**config.mk**
```make
export PLATFORM = sky130hd
export DESIGN_NAME = bitstream_eval_ctrl
export DESIGN_NICKNAME = d
export VERILOG_FILES = /design/src/rtl/bitstream_eval_ctrl.sv
export SDC_FILE = /design/constraint.sdc
export NUM_CORES = 1
export LEC_CHECK = 0
export ABC_CLOCK_PERIOD_IN_PS = 2410
export CAP_MARGIN = 25
export CELL_PAD_IN_SITES_DETAIL_PLACEMENT = 0
export CELL_PAD_IN_SITES_GLOBAL_PLACEMENT = 2
export CORE_MARGIN = 2
export CORE_UTILIZATION = 31
export CTS_CLUSTER_SIZE = 14
export DETAILED_ROUTE_END_ITERATION = 10
export GPL_TIMING_DRIVEN = 0
export MAX_ROUTING_LAYER = met4
export PLACE_DENSITY_LB_ADDON = 0.1
export SLEW_MARGIN = 5
export SYNTH_ARGS = -nofsm -noshare
export SYNTH_HDL_FRONTEND = slang
export SYNTH_SLANG_ARGS = --single-unit
```
**constraint.sdc**
```tcl
create_clock -name clk -period 2.41 [get_ports clk]
set_clock_uncertainty 0.15 [all_clocks]
set_input_delay 0.6025 -clock clk [delete_from_list [all_inputs] [get_ports clk]]
set_output_delay 0.6025 -clock clk [all_outputs]
set_load 0.02 [all_outputs]
```
**src/rtl/bitstream_eval_ctrl.sv**
```systemverilog
// rtl/bitstream_eval_ctrl.sv - stochastic sigmoid evaluation controller: LFSR bitstream out, ones count in
// Optional abort input enabled by defining EVAL_ABORT_EN.
module bitstream_eval_ctrl #(
   parameter int unsigned SETTLE = 16,
   parameter int unsigned LENGTH = 256,
   parameter logic [7:0]  SEED   = 8'hA5
) (
   input  logic       clk,
   input  logic       n_rst,
   input  logic       start,
   input  logic [7:0] x_val,
`ifdef EVAL_ABORT_EN
   input  logic       abort,
`endif
   output logic       busy,
   output logic       done,
   output logic [7:0] result,
   output logic       dp_n_rst,
   output logic       dp_x,
   input  logic       dp_y
);

   localparam int unsigned MAX_CYC = (SETTLE > LENGTH) ? SETTLE : LENGTH;
   localparam int unsigned CW      = (MAX_CYC < 3) ? 1 : $clog2(MAX_CYC);
   localparam logic [CW-1:0] S_LAST = CW'((SETTLE == 0) ? 0 : SETTLE - 1);
   localparam logic [CW-1:0] L_LAST = CW'(LENGTH - 1);
   localparam logic [CW-1:0] C_LAST = CW'(1);

   typedef enum logic [2:0] {
      ST_IDLE,
      ST_CLEAR,
      ST_SETTLE,
      ST_COUNT,
      ST_DONE
   } state_t;

   state_t        state, state_n;
   logic [CW-1:0] cyc, cyc_n;
   logic [8:0]    ones, ones_n;
   logic [7:0]    lfsr, lfsr_n, lfsr_step;
   logic [7:0]    x_q, x_n;
   logic [7:0]    result_n;
   logic          abort_hit;

`ifdef EVAL_ABORT_EN
   assign abort_hit = abort && (state != ST_IDLE);
`else
   assign abort_hit = 1'b0;
`endif

   // Fibonacci taps 8,6,5,4: maximal length, the all-zero state is unreachable from SEED
   assign lfsr_step = {lfsr[6:0], lfsr[7] ^ lfsr[5] ^ lfsr[4] ^ lfsr[3]};

   always_comb begin
      state_n  = state;
      cyc_n    = cyc;
      ones_n   = ones;
      lfsr_n   = lfsr;
      x_n      = x_q;
      result_n = result;
      case (state)
         ST_IDLE: begin
            if (start) begin
               state_n = ST_CLEAR;
               x_n     = x_val;
               cyc_n   = '0;
               ones_n  = '0;
            end
         end
         ST_CLEAR: begin
            lfsr_n = SEED;
            if (cyc == C_LAST) begin
               cyc_n   = '0;
               state_n = (SETTLE == 0) ? ST_COUNT : ST_SETTLE;
            end else begin
               cyc_n = cyc + CW'(1);
            end
         end
         ST_SETTLE: begin
            lfsr_n = lfsr_step;
            if (cyc == S_LAST) begin
               cyc_n   = '0;
               state_n = ST_COUNT;
            end else begin
               cyc_n = cyc + CW'(1);
            end
         end
         ST_COUNT: begin
            lfsr_n = lfsr_step;
            ones_n = ones + {8'd0, dp_y};
            if (cyc == L_LAST) begin
               cyc_n    = '0;
               state_n  = ST_DONE;
               result_n = ones_n[8] ? 8'hFF : ones_n[7:0];
            end else begin
               cyc_n = cyc + CW'(1);
            end
         end
         ST_DONE: state_n = ST_IDLE;
         default: state_n = ST_IDLE;
      endcase
      if (abort_hit) begin
         state_n  = ST_IDLE;
         result_n = result;
      end
   end

   // Outputs are registered from next-state values so they line up with the state they describe
   always_ff @(posedge clk) begin
      if (!n_rst) begin
         state    <= ST_IDLE;
         cyc      <= '0;
         ones     <= '0;
         lfsr     <= SEED;
         x_q      <= '0;
         result   <= '0;
         busy     <= 1'b0;
         done     <= 1'b0;
         dp_n_rst <= 1'b0;
         dp_x     <= 1'b0;
      end else begin
         state    <= state_n;
         cyc      <= cyc_n;
         ones     <= ones_n;
         lfsr     <= lfsr_n;
         x_q      <= x_n;
         result   <= result_n;
         busy     <= (state_n != ST_IDLE);
         done     <= (state_n == ST_DONE);
         dp_n_rst <= (state_n == ST_SETTLE) || (state_n == ST_COUNT) || (state_n == ST_DONE);
         dp_x     <= ((state_n == ST_SETTLE) || (state_n == ST_COUNT)) && (lfsr_n < x_n);
      end
   end

endmodule

```
### Yosys cells after proc, flatten, opt, wreduce, memory -nomap -nowiden

Index checks and enable logic that the tools add are counted.

* bits in registers: 48
* input port bits: 12
* output and inout port bits: 12
* word-level logic and storage cells: 53

* $add $sub $neg: 2
* $lt $le $gt $ge: 1
* equal/unequal tests: 10
* muxes and demuxes: 16
* bitwise gates (word level): 3
* reduce and logical (&&, ||, !) cells: 11

Operators with widths (number)
* 2-to-1 mux 8 bit: 7
* case mux 8 bit (4 select lines): 1
* case mux 9 bit (2 select lines): 1
* case mux 8 bit (2 select lines): 1
* == test 3 x 2 -> 1 bit, second input constant: 4
* 2-to-1 mux 3 bit: 4
* case mux 3 bit (4 select lines): 1
* adder 9 x 1 -> 9 bit: 1
* 2-to-1 mux 9 bit: 1
* adder 8 x 1 -> 8 bit, second input constant: 1
* == test 8 x 1 -> 1 bit, second input constant: 1
* == test 8 x 4 -> 1 bit, second input constant: 1
* == test 8 bit, second input constant: 1
* < comparator 8 bit: 1
* AND reduction 2 bit: 3
* nonzero test 4 bit: 1
* == test 3 x 1 -> 1 bit, second input constant: 1
* == test 3 bit, second input constant: 1
* logical NOT 3 bit: 1
* nonzero test 3 bit: 1
* XOR 1 bit: 3
* logical OR 1 bit: 2
* inequality test 2 bit, second input constant: 1
* nonzero test 2 bit: 1
* 2 further kinds: 2

### Longest topological paths before layout

* word-level depth: 6
* depth in mapped cells: 9
* gate-level depth less buffers: 8

### Least setup slack after synthesis

Ideal clock, no wire load.

* kind: input to register
* start: in start
* end: reg dp_x
* library setup time: 0.086 ns
* arrival: 2.263 ns
* data required time: 2.174 ns
* setup slack: -0.088 ns
* stages: 8
* path buffers: 1
* cells stage by stage: nor4b_1 > buf_2 > mux2i_1 > ha_1 > a21o_1 > a21oi_1 > o211ai_1 > a211oi_1

* word-level cells in the longest chain between the ends: 5
* elaborated cells between the ends (all ways): 9
* classes of those cells: 1 x order compare; 2 x eq/ne; 4 x mux; 2 x reduce/logical

RTL lines
* start, declared: RTL line 10 `input logic start,`
* parallel branches: the longest is 4 deep, another holds < comparator 8 bit
* logical AND 1 bit (*): RTL line 131 `dp_x <= ((state_n == ST_SETTLE) || (state_n == ST_COUNT)) && (lfsr_n < x_n);`
* end signal, assigned: RTL line 131
* end, declared: RTL line 19 `output logic dp_x,`

Mark *: on every way between the ends.
A chain may end at the register's enable or synchronous reset.

### Worst setup path after layout

* start: reg state[2]
* end: reg dp_x

* word-level cells in the longest chain between the ends: 5
* elaborated cells between the ends (all ways): 17
* classes of those cells: 1 x order compare; 5 x eq/ne; 7 x mux; 4 x reduce/logical

RTL lines
* start, declared: RTL line 37 `state_t state, state_n;`
* start signal, assigned: RTL line 122 `state <= state_n;`
* == test 3 x 2 -> 1 bit (tied with other cells): RTL line 61 `case (state)`
* OR reduction 2 bit (no line) or case mux 3 bit (4 select lines) (tied branches)
* case mux 8 bit (2 select lines) or == test 3 x 2 -> 1 bit (tied branches): RTL line 61, 131
* < comparator 8 bit or logical OR 1 bit (tied branches): RTL line 131
* logical AND 1 bit (*): RTL line 131

Mark *: on every way between the ends. The rest lies on a longest branch, timed or not.

==> flow_summary.ini <==
[outcome]
status = complete, no violations

[cells_and_area]
final.fill_count = 745
seqCellArea_sq_um = 963.4
antenna_cells = 0
stdcell_area_sq_mm = 0.002939
multi_input_area_sq_mm = 0.001355
drive_gt1_share_pct = 14.14
syn_to_final_growth_pct = 28.01
nets = 312
layoutNonFillerInstCount = 389

[detailed_routing]
vias = 1906
drtIter0Drc = 56
wl_per_cell_microns = 15.14
avgViaCountPerCell = 4.900
drt_wl_total_mm = 5.890
first_pass_iters = 4
ant_nets = 0
drc = 0

[global_route]
overflow = 0
grt_max_degree = 14
antenna_found_initial = 0
grt_usage_pct = 15.62
grt_pass1_wl_mm = 9.880
grt_pass1_vias = 1869

[floorplanning]
start_util_pct = 31.82
num_rows = 31
die_w_microns = 90.06
fp.dieH_microns = 90.06
core_area_sq_mm = 0.007214
io_pins = 24
die-area_sq_mm = 0.008111

[synth]
avgSynthCellArea_sq_um = 9.184
synth_seq_area_share_pct = 41.85
synth_edf_count = 0
ys_async_sr_fraction_pct = 0
yosysWarnings = 0
ys.flop_type = dfxtp_1
synth-seq-cells = 48
synth_cell_types = 45
syn-cell-area_sq_mm = 0.002296
synth_cells = 250
syn_nets = 273

[timing]
period_needed_ns = 2.329
holdWs_ns = 0.3599
setup_violations = 0
fin_ws_ns = 0.08076
finalCritPeriodShare_pct = 96.65
drv_slew = 0
final-hold-violation-count = 0
tns_ns = 0
slew_headroom_pct = 44.34
worstMarginPinSlew_ns = 0.8285
rsz0062_at_grt = true
max_freq_mhz = 429.3

[cts]
path_clk_slew_ns = 0.09
h-tree-depth = 2
cts_root_buf = clkbuf_8
cts-hold-fix-buffers = 0
cts_buffer_depth = 2
clk_latency_ns = 0.30
cts_buffers = 5
cts.sinks = 48
cts_tree = built

[placement]
dp_slack_ns = -0.7297
io_buffer_count = 23
place_hpwl_mm = 4.005
place.gp.congestion = 0.7587
placed_cell_area_sq_mm = 0.002659
place_inst = 372

[power]
pwr_density_cell_mw_per_mm2 = 567.0
p_leak_nw = 1.061
irDropWorstVdd_mv = 0.2485

[setup_path]
rr_startpoint = state[2]
cp-end-kind = flop
slowest_stage = dfxtp_2
r2r_cells = 9
r2r-end = dp_x
max_stage_delay_ns = 0.35
critPathRequiredTime_ns = 2.48
critPathBufInv = 2
startpoint_type = flop
crit_arrival_ns = 2.40
critPathKind = reg -> reg
crit_family = compound AO/OA/AOI/OAI gates
critPathMaxFanout = 7
rrSetupSlack_ns = 0.08
cp_cell_sequence = buf_8, nor4b_4, buf_6, mux2i_4, ha_4, a21o_1, a21oi_2, o211ai_1, a211oi_2

[worst_hold_path]
holdPathStages = 2
min_from = x_q[1]
worstHoldEndpoint = x_q[1]
min_path_type = reg -> reg

[flow_run]
drv_cap = 0
==> cell usage in the layout (no fill, tap or decap), types with 4 or more instances in the layout <==
cell / instances
nand2_1: 9
dfxtp_1: 46
a21oi_1: 8
nor2_1: 25
and2_1: 5
ha_1: 9
buf_4: 10
clkbuf_1: 11
nand3b_1: 4
xor2_1: 6
clkbuf_8: 6
nand4_1: 4
o21ai_0: 13
a31oi_1: 10
a22o_1: 4
nor4_1: 6
nand2b_1: 5
nand3_1: 6
inv_1: 7
clkdlybuf4s50_1: 22
xnor2_1: 10
==> cell type report <==
cell class                 instances  share of cell area (%)
tap                               99                   4.215
timing repair buffer              34                   10.73
clock buffer                       8                   3.065
multi-input combinational        181                   46.10
inverter                           7                  0.8940
buffer                            12                   2.214
sequential                        48                   32.78
==> report_power, final <==
group | total [W] | internal (W) | switching, W | leakage [nW]
clock network | 0.000506 | 0.000235 | 0.000271 | 0.0455
registers | 0.000845 | 0.000821 | 0.0000236 | 0.390
logic | 0.000316 | 0.000155 | 0.000161 | 0.625
total | 0.00167 | 0.00121 | 0.000455 | 1.06
==> cell families after synthesis <==
| group | share of synthesized area, % |
|---|---|
| muxes | 3.488 |
| DFF | 41.85 |
| buffers and inverters | 3.542 |
| xor gates and xnor gates | 6.485 |
| adders and majority gates | 5.994 |
| and+or+nand+nor | 19.73 |
| AOI/OAI and AO/OA | 18.91 |
==> sequential cells by signal, indices dropped and copies added, names as in the netlist, 3 cells and up <==
| signal | cells |
|---|---|
| ones | 9 |
| cyc | 8 |
| lfsr | 8 |
| result | 8 |
| x_q | 8 |
| state | 3 |
==> tightest hold or removal path: stages, from the launching register on <==
cell and delay, ns:
dfxtp_1 0.31, mux2i_1 0.08, nor2_1 0.09
==> through the flow <==
stage               util [%]  power, W
floorplan                  -  0.001041
global placement       36.85  0.001127
detailed placement     36.85  0.001127
CTS                    39.84  0.001680
global route           40.74  0.001755
finish                 40.74  0.001667
==> worst max path at each step <==
stage | from | endpoint | slack [ns] | depth (start not counted)
after floorplan | start | dp_x | 0.08 | 8
after global placement | start | dp_x | -0.71 | 9
after detailed placement | start | dp_x | -0.73 | 9
after CTS | state[2] | dp_x | 0.05 | 9
after global routing | state[2] | dp_x | -0.05 | 9
final | state[2] | dp_x | 0.08 | 9
==> repair_timing <==
item / CTS / global route
setup endpoints to repair: 9 / 14
setup buffers: 6 / 5
pin swaps: 6 / 9
resized for setup: 18 / 8
==> layer usage <==
metal  up-vias  track usage, %  wire [microns]
li1        984               -               -
met1       881           21.39            3040
met2        34           23.31            2596
met3         7           3.772             198
met4         0           3.718              54
met5         -               -               0
==> synth_stat cells (all sizes together) (3+ instances only) <==
master | count | area share (%)
a211oi | 3 | 0.98
a21oi | 9 | 2.0
a22o | 4 | 1.5
a31oi | 10 | 2.7
and2 | 5 | 1.4
clkbuf | 12 | 2.0
dfxtp | 48 | 42
ha | 11 | 6.0
inv | 7 | 1.1
mux2i | 8 | 3.5
nand2 | 9 | 1.5
nand2b | 5 | 1.4
nand3 | 7 | 1.5
nand3b | 4 | 1.3
nand4 | 4 | 1.1
nor2 | 26 | 4.3
nor3 | 4 | 0.87
nor4 | 6 | 1.6
o21ai | 13 | 2.8
o22a | 3 | 1.1
or2 | 3 | 0.82
or3 | 3 | 0.82
xnor2 | 11 | 4.2
xor2 | 6 | 2.3
No activity file was read; power rests on OpenSTA's default activity.
